## src/rtl/frv_alu_div_serial_pkg.sv

```systemverilog
`default_nettype none
// ============================================================================
//  Module      : frv_alu_div_serial_pkg
//  Description : Shared ALU definitions: default operand width and the
//                iterative-unit FSM state encoding.
//  Revision    : 1.0 - initial release
// ============================================================================
package frv_alu_div_serial_pkg;

    // Operand width shared with the serial multiplier
    localparam int FRV_ALU_LEN = 32;

    // Iterative unit FSM states
    typedef enum logic [1:0] {
        ST_IDLE = 2'd0,
        ST_CALC = 2'd1,
        ST_FIX  = 2'd2,
        ST_DONE = 2'd3
    } frv_alu_state_t;

endpackage : frv_alu_div_serial_pkg
`default_nettype wire

```

## src/rtl/frv_alu_div_serial_if.sv

```systemverilog
`default_nettype none
// ============================================================================
//  Module      : frv_alu_div_serial_if
//  Description : Request/result bundle between the ALU (master) and the
//                serial divider (slave).
//  Revision    : 1.0 - initial release
// ============================================================================
interface frv_alu_div_serial_if
    import frv_alu_div_serial_pkg::*;
#(
    parameter int LEN = FRV_ALU_LEN
);
    logic [LEN-1:0] lhs;
    logic [LEN-1:0] rhs;
    logic           op_signed;
    logic           valid;
    logic           done;
    logic [LEN-1:0] quotient;
    logic [LEN-1:0] remainder;

    modport master (
        output lhs, rhs, op_signed, valid,
        input  done, quotient, remainder
    );

    modport slave (
        input  lhs, rhs, op_signed, valid,
        output done, quotient, remainder
    );
endinterface : frv_alu_div_serial_if
`default_nettype wire

```

## src/rtl/frv_alu_div_serial_cneg.sv

```systemverilog
`default_nettype none
// ============================================================================
//  Module      : frv_alu_cneg
//  Description : Conditional two's-complement negate (en ? -din : din),
//                modulo 2^W. Shared by the serial divider and multiplier.
//  Revision    : 1.0 - initial release
// ============================================================================
module frv_alu_cneg #(
    parameter int W = 32
) (
    input  wire logic [W-1:0] din,
    input  wire logic         en,
    output logic      [W-1:0] dout
);

    assign dout = en ? (-din) : din;

endmodule : frv_alu_cneg
`default_nettype wire

```

## src/rtl/frv_alu_div_serial.sv

```systemverilog
`default_nettype none
// ============================================================================
//  Module      : frv_alu_div_serial
//  Description : Iterative signed/unsigned restoring divider, one quotient
//                bit per cycle on operand magnitudes, followed by a sign
//                fix-up cycle. Quotient and remainder are produced together.
//                Optional macro FRV_DIV_ZERO_EARLY_EN: a zero divisor jumps
//                straight from IDLE to DONE (latency 1) with the same
//                results as the full sequence.
//  Revision    : 1.0 - initial release
// ============================================================================
module frv_alu_div_serial
    import frv_alu_div_serial_pkg::*;
#(
    parameter int LEN = FRV_ALU_LEN
) (
    input  wire logic               clk,
    input  wire logic               reset,
    frv_alu_div_serial_if.slave     bus
);

    localparam int CL = $clog2(LEN);

    frv_alu_state_t state;
    frv_alu_state_t state_next;

    logic [LEN-1:0] dvd;        // dividend magnitude, becomes the quotient
    logic [LEN-1:0] dsr;        // divisor magnitude
    logic [LEN-1:0] rem;        // partial remainder
    logic [CL-1:0]  count;
    logic           neg_q;
    logic           neg_r;
    logic [LEN-1:0] quotient;
    logic [LEN-1:0] remainder;

    logic           lhs_neg;
    logic           rhs_neg;
    logic           rhs_zero;
    logic [LEN-1:0] lhs_mag;
    logic [LEN-1:0] rhs_mag;
    logic [LEN-1:0] q_fix;
    logic [LEN-1:0] r_fix;
    logic [LEN:0]   shifted;
    logic [LEN:0]   trial;
    logic           borrow;
    logic [LEN-1:0] rem_next;
    logic           last_step;

    assign lhs_neg  = bus.op_signed & bus.lhs[LEN-1];
    assign rhs_neg  = bus.op_signed & bus.rhs[LEN-1];
    assign rhs_zero = (bus.rhs == '0);

    // Magnitudes of the operands; 2^(LEN-1) is representable as unsigned
    frv_alu_cneg #(.W(LEN)) u_cneg_lhs (.din(bus.lhs), .en(lhs_neg), .dout(lhs_mag));
    frv_alu_cneg #(.W(LEN)) u_cneg_rhs (.din(bus.rhs), .en(rhs_neg), .dout(rhs_mag));

    // Signed results from the unsigned quotient/remainder
    frv_alu_cneg #(.W(LEN)) u_cneg_q (.din(dvd), .en(neg_q), .dout(q_fix));
    frv_alu_cneg #(.W(LEN)) u_cneg_r (.din(rem), .en(neg_r), .dout(r_fix));

    // One restoring step: borrow out of the LEN+1 bit subtract means the
    // divisor did not fit, so keep the shifted remainder (its MSB is then 0)
    assign shifted   = {rem, dvd[LEN-1]};
    assign trial     = shifted - {1'b0, dsr};
    assign borrow    = trial[LEN];
    assign rem_next  = borrow ? shifted[LEN-1:0] : trial[LEN-1:0];
    assign last_step = (count == CL'(LEN - 1));

    // State register
    always_ff @(posedge clk or posedge reset) begin
        if (reset) begin
            state <= ST_IDLE;
        end else begin
            state <= state_next;
        end
    end

    // Next-state logic; dropping valid while busy abandons the operation
    always_comb begin
        state_next = state;
        case (state)
            ST_IDLE: begin
                if (bus.valid) begin
`ifdef FRV_DIV_ZERO_EARLY_EN
                    state_next = rhs_zero ? ST_DONE : ST_CALC;
`else
                    state_next = ST_CALC;
`endif
                end
            end
            ST_CALC: begin
                if (!bus.valid) begin
                    state_next = ST_IDLE;
                end else if (last_step) begin
                    state_next = ST_FIX;
                end
            end
            ST_FIX: begin
                state_next = bus.valid ? ST_DONE : ST_IDLE;
            end
            ST_DONE: begin
                state_next = ST_IDLE;
            end
            default: begin
                state_next = ST_IDLE;
            end
        endcase
    end

    // Datapath: operand capture, shift/subtract iterations, result fix-up
    always_ff @(posedge clk or posedge reset) begin
        if (reset) begin
            dvd       <= '0;
            dsr       <= '0;
            rem       <= '0;
            count     <= '0;
            neg_q     <= 1'b0;
            neg_r     <= 1'b0;
            quotient  <= '0;
            remainder <= '0;
        end else begin
            case (state)
                ST_IDLE: begin
                    if (bus.valid) begin
                        dvd   <= lhs_mag;
                        dsr   <= rhs_mag;
                        rem   <= '0;
                        count <= '0;
                        // A zero divisor must yield an all-ones quotient
                        neg_q <= bus.op_signed & (bus.lhs[LEN-1] ^ bus.rhs[LEN-1]) & ~rhs_zero;
                        neg_r <= lhs_neg;
`ifdef FRV_DIV_ZERO_EARLY_EN
                        if (rhs_zero) begin
                            quotient  <= '1;
                            remainder <= bus.lhs;
                        end
`endif
                    end
                end
                ST_CALC: begin
                    if (bus.valid) begin
                        rem   <= rem_next;
                        dvd   <= {dvd[LEN-2:0], ~borrow};
                        count <= count + CL'(1);
                    end
                end
                ST_FIX: begin
                    if (bus.valid) begin
                        quotient  <= q_fix;
                        remainder <= r_fix;
                    end
                end
                default: begin
                end
            endcase
        end
    end

    assign bus.done      = (state == ST_DONE);
    assign bus.quotient  = quotient;
    assign bus.remainder = remainder;

endmodule : frv_alu_div_serial
`default_nettype wire

```

## src/flat_wrapper.sv

```systemverilog
// flat-port wrapper written by rule: the top's interface ports become plain ports
module frv_alu_div_serial_flat import frv_alu_div_serial_pkg::*;
#(
    parameter int LEN = FRV_ALU_LEN
)
  (clk, reset, bus_lhs, bus_rhs, bus_op_signed, bus_valid, bus_done, bus_quotient, bus_remainder);
  frv_alu_div_serial_if #(.LEN(LEN)) bus_i ();
  input  wire logic clk;
  input  wire logic reset;
  input wire logic [$bits(bus_i.lhs)-1:0] bus_lhs;
  input wire logic [$bits(bus_i.rhs)-1:0] bus_rhs;
  input wire logic [$bits(bus_i.op_signed)-1:0] bus_op_signed;
  input wire logic [$bits(bus_i.valid)-1:0] bus_valid;
  output wire logic [$bits(bus_i.done)-1:0] bus_done;
  output wire logic [$bits(bus_i.quotient)-1:0] bus_quotient;
  output wire logic [$bits(bus_i.remainder)-1:0] bus_remainder;
  assign bus_i.lhs = bus_lhs;
  assign bus_i.rhs = bus_rhs;
  assign bus_i.op_signed = bus_op_signed;
  assign bus_i.valid = bus_valid;
  assign bus_done = bus_i.done;
  assign bus_quotient = bus_i.quotient;
  assign bus_remainder = bus_i.remainder;
  frv_alu_div_serial #(.LEN(LEN)) u_core (.clk(clk), .reset(reset), .bus(bus_i));
endmodule
```

## config.mk

```make
export PLATFORM = sky130hd
export DESIGN_NAME = frv_alu_div_serial_flat
export DESIGN_NICKNAME = d
export VERILOG_FILES = /design/src/rtl/frv_alu_div_serial_pkg.sv /design/src/rtl/frv_alu_div_serial_if.sv /design/src/rtl/frv_alu_div_serial_cneg.sv /design/src/rtl/frv_alu_div_serial.sv /design/src/flat_wrapper.sv
export SDC_FILE = /design/constraint.sdc
export NUM_CORES = 1
export LEC_CHECK = 0
export CORE_MARGIN = 2
export CORE_UTILIZATION = 55
export CTS_CLUSTER_DIAMETER = 60
export DETAILED_ROUTE_END_ITERATION = 7
export GPL_TIMING_DRIVEN = 1
export HOLD_SLACK_MARGIN = 0.1
export PLACE_DENSITY = 0.79
export SLEW_MARGIN = 0
export SYNTH_ARGS = -nofsm -noshare
export SYNTH_HDL_FRONTEND = slang
export SYNTH_SLANG_ARGS = --single-unit
export TNS_END_PERCENT = 5
```

## constraint.sdc

```tcl
create_clock -name clk -period 6.64 [get_ports clk]
set_input_delay 0.664 -clock clk [delete_from_list [all_inputs] [get_ports clk]]
set_output_delay 0.664 -clock clk [all_outputs]
set_load 0.01 [all_outputs]
```

==> results.sh <==
export IMPL_status="complete, no violations"
export IMPL_cts_max_path_buffers=2
export IMPL_synth_area_sq_um=11220
export IMPL_drive_above_1_share_pct=4.238
export IMPL_synthSimpleGateAreaFrac_pct=18.63
export IMPL_core_area_sq_um=20100
export IMPL_dr_pass1_iters=5
export IMPL_setup_viol=0
export IMPL_synth_area_per_cell_sq_um=8.250
export IMPL_synthMuxAreaShare_pct=2.643
export IMPL_postSynthCellCount=1360
export IMPL_die_height_microns=146.8
export IMPL_hpwl_microns=20880
export IMPL_final_max_slew_viol_count=0
export IMPL_clkTransAtPathRegs_ns=0.07
export IMPL_die_w_microns=146.8
export IMPL_rows=52
export IMPL_nNetsFinal=1557
export IMPL_postCtsHoldBufs=0
export IMPL_tightest_slew_ns=1.094
export IMPL_grtUsageTotal_pct=26.71
export IMPL_r2r_start="u_core.rem[12]$_DFFE_PP0P_"
export IMPL_area_growth_syn_to_layout_pct=18.64
export IMPL_hold_start="u_core.bus.quotient[9]$_DFFE_PP0P_"
export IMPL_root_buffer="clkbuf_16"
export IMPL_required_ns=6.95
export IMPL_cts_tree="yes"
export IMPL_finalPower_w=0.002801
export IMPL_num_io_pins=133
export IMPL_yosysWarnings=0
export IMPL_reg2regPathDepth=10
export IMPL_synth_edff_count=0
export IMPL_finalWirelength_microns=28250
export IMPL_leakage_nw=5.648
export IMPL_diodes=0
export IMPL_hold_path_class="register to register"
export IMPL_die_area_sq_um=21560
export IMPL_grt_overflow_total=0
export IMPL_vdd_drop_max_mv=0.1751
export IMPL_max_cap_violations=0
export IMPL_hold_viol_final=0
export IMPL_fmaxAchievable_ghz=0.2488
export IMPL_netlist_cell_type_count=70
export IMPL_crit_path_end_kind="register"
export IMPL_ys_ff_latch=169
export IMPL_yosys_area_top_type="dfrtp_1"
export IMPL_grt_setup_unrepaired="no"
export IMPL_yosys_area_top_type_share_pct=37.69
export IMPL_slew_headroom_pct=27.05
export IMPL_h_tree_depth=4
export IMPL_start_util_pct=55.81
export IMPL_mostFrequentLayoutCells="nand2_1 (226), o21ai_0 (171), dfrtp_1 (169)"
export IMPL_final_common_cell="nand2_1"
export IMPL_drcViolationCount=0
export IMPL_wire_per_inst_microns=16.30
export IMPL_grt_pass1_wl_microns=46640
export IMPL_nFillCells=1716
export IMPL_ys_seq_area_share_pct=37.69
export IMPL_synth_ff_type="dfrtp_1"
export IMPL_grt_max_degree=130
export IMPL_ant_nets=0
export IMPL_fin_setup_tns_ns=0
export IMPL_synthXorXnorAreaFrac_pct=10.15
export IMPL_cp_start_kind="register"
export IMPL_synthAdderAreaFrac_pct=4.416
export IMPL_p_per_area_nw_per_um2=210.5
export IMPL_worstPathArrival_ns=4.33
export IMPL_whs_endpoint="u_core.bus.quotient[9]$_DFFE_PP0P_"
export IMPL_synth_compound_area_share_pct=22.05
export IMPL_post_cts_setup_buffers=0
export IMPL_r2r_setup_slack_ns=2.62
export IMPL_cts_buffers=17
export IMPL_crit_path_max_fanout=26
export IMPL_clock_skew_ns=0.01260
export IMPL_gp_congestion=0.9288
export IMPL_dr_total_vias=10060
export IMPL_synth_top_family_by_area="compound AO/OA/AOI/OAI gates"
export IMPL_first_iter_violations=731
export IMPL_first_global_vias=9171
export IMPL_synth_area_top_cells="dfrtp_1 (38%), o21ai_0 (7.6%), nand2_1 (7.6%), xor2_1 (6.0%), ha_1 (4.2%)"
export IMPL_post_route_period_util_pct=60.54
export IMPL_clock_sinks=169
export IMPL_worstReg2RegEnd="u_core.rem[20]$_DFFE_PP0P_"
export IMPL_antenna_found_initial=0
export IMPL_layout_min_cycle_time_ns=4.020
export IMPL_portBuffers=132
export IMPL_synth_fp_nets=1467
export IMPL_routed_via_density=5.807
export IMPL_cts_resized=0
export IMPL_holdPathStages=2
export IMPL_async_reset_ff_share_pct=100.0
export IMPL_crit_type="register to register"
export IMPL_insertion_delay_ns=0.44
## cells by family after synthesis
family	count (synthesis)
flip-flops	169
adder cells (fa/ha/maj)	39
buffers and inverters	128
AND/OR/NAND/NOR	449
XOR/XNOR	130
AO/OA/AOI/OAI	416
multiplexers	29
## synthesized netlist by cell type (6+ instances only)
cell type and number:
nand2_1 227, o21ai_0 171, dfrtp_1 169, a21oi_1 88
nor2_1 77, xor2_1 77, clkbuf_1 59, inv_1 58
xnor2_1 53, ha_1 38, o21ai_1 34, o31ai_1 25
mux2i_1 24, or3_1 22, nor3_1 20, nand2b_1 14
nand4_1 11, o211ai_1 11, nand3_1 10, nor2b_1 10
nor4_1 10, o41ai_1 10, a21o_1 9, or4_1 9
o21a_1 8, a31oi_1 6, buf_1 6, nand3b_1 6
nand4b_1 6, nor3b_1 6
## registers in the layout, indices dropped and copies added, names as in the netlist
| name | count |
|---|---|
| u_core.bus.quotient | 32 |
| u_core.bus.remainder | 32 |
| u_core.dsr | 32 |
| u_core.dvd | 32 |
| u_core.rem | 32 |
| u_core.count | 5 |
| u_core.state | 2 |
| u_core.neg_q | 1 |
| u_core.neg_r | 1 |
## report_power, final
group | switching, W | total (W) | internal (W)
logic | 0.000339 | 0.000581 | 0.000242
clock network | 0.000473 | 0.00105 | 0.000576
registers | 0.0000805 | 0.00117 | 0.00109
## stage by stage
step / cell area [sq um] / hold WS, ns / setup slack [ns] / utilization, % / instances
2_1_floorplan: 11220 / 0.4494 / 1.401 / - / 1360
3_3_place_gp: 12690 / 0.4604 / 2.828 / 63.10 / 1701
3_5_place_dp: 12690 / 0.4690 / 2.715 / 63.10 / 1701
4_1_cts: 13310 / 0.4848 / 2.642 / 66.21 / 1733
5_1_grt: 13310 / 0.5076 / 2.389 / 66.21 / 1733
6_report: 13310 / 0.4788 / 2.620 / 66.21 / 1733
## worst max-delay path: stages (launching register included)
cell and delay [ns]:
dfrtp_1 0.46, ha_1 0.40, a21oi_1 0.28, o21ai_1 0.13, a221o_1 0.35, or3_1 0.38, o2111a_1 0.28, a311oi_4 0.73
buf_4 0.49, mux2i_1 0.28, o21ai_1 0.09
## worst max path at each step
stage	endpoint	slack, ns	depth (start not counted)	from
after floorplan	u_core.bus.quotient[0]$_DFFE_PP0P_	1.40	1	reset
after global placement	u_core.rem[14]$_DFFE_PP0P_	2.83	10	u_core.rem[12]$_DFFE_PP0P_
after detailed placement	u_core.rem[5]$_DFFE_PP0P_	2.72	10	u_core.rem[12]$_DFFE_PP0P_
after CTS	u_core.rem[20]$_DFFE_PP0P_	2.64	10	u_core.rem[12]$_DFFE_PP0P_
after global routing	u_core.rem[20]$_DFFE_PP0P_	2.39	10	u_core.rem[12]$_DFFE_PP0P_
final	u_core.rem[20]$_DFFE_PP0P_	2.62	10	u_core.rem[12]$_DFFE_PP0P_
## routing by layer
| layer | share of wire (%) | up-vias | track usage (%) |
|---|---|---|---|
| met5 | 0 | - | 0 |
| met4 | 1.3 | 0 | 6.553 |
| met3 | 6.9 | 28 | 3.789 |
| met2 | 41 | 359 | 37.84 |
| met1 | 51 | 4701 | 42.85 |
| li1 | - | 4976 | - |
## layout make-up
| type | instances | area [sq um] | area share (%) |
|---|---|---|---|
| well taps | 270 | 337.8 | 2.538 |
| inverters | 58 | 222.7 | 1.673 |
| clock inverters | 15 | 198.9 | 1.495 |
| multi-input cells | 1063 | 6507 | 48.89 |
| repair buffers | 141 | 1389 | 10.43 |
| flip-flops and latches | 169 | 4229 | 31.77 |
| clock buffers | 17 | 425.4 | 3.196 |
No activity file was read; power rests on OpenSTA's default activity.
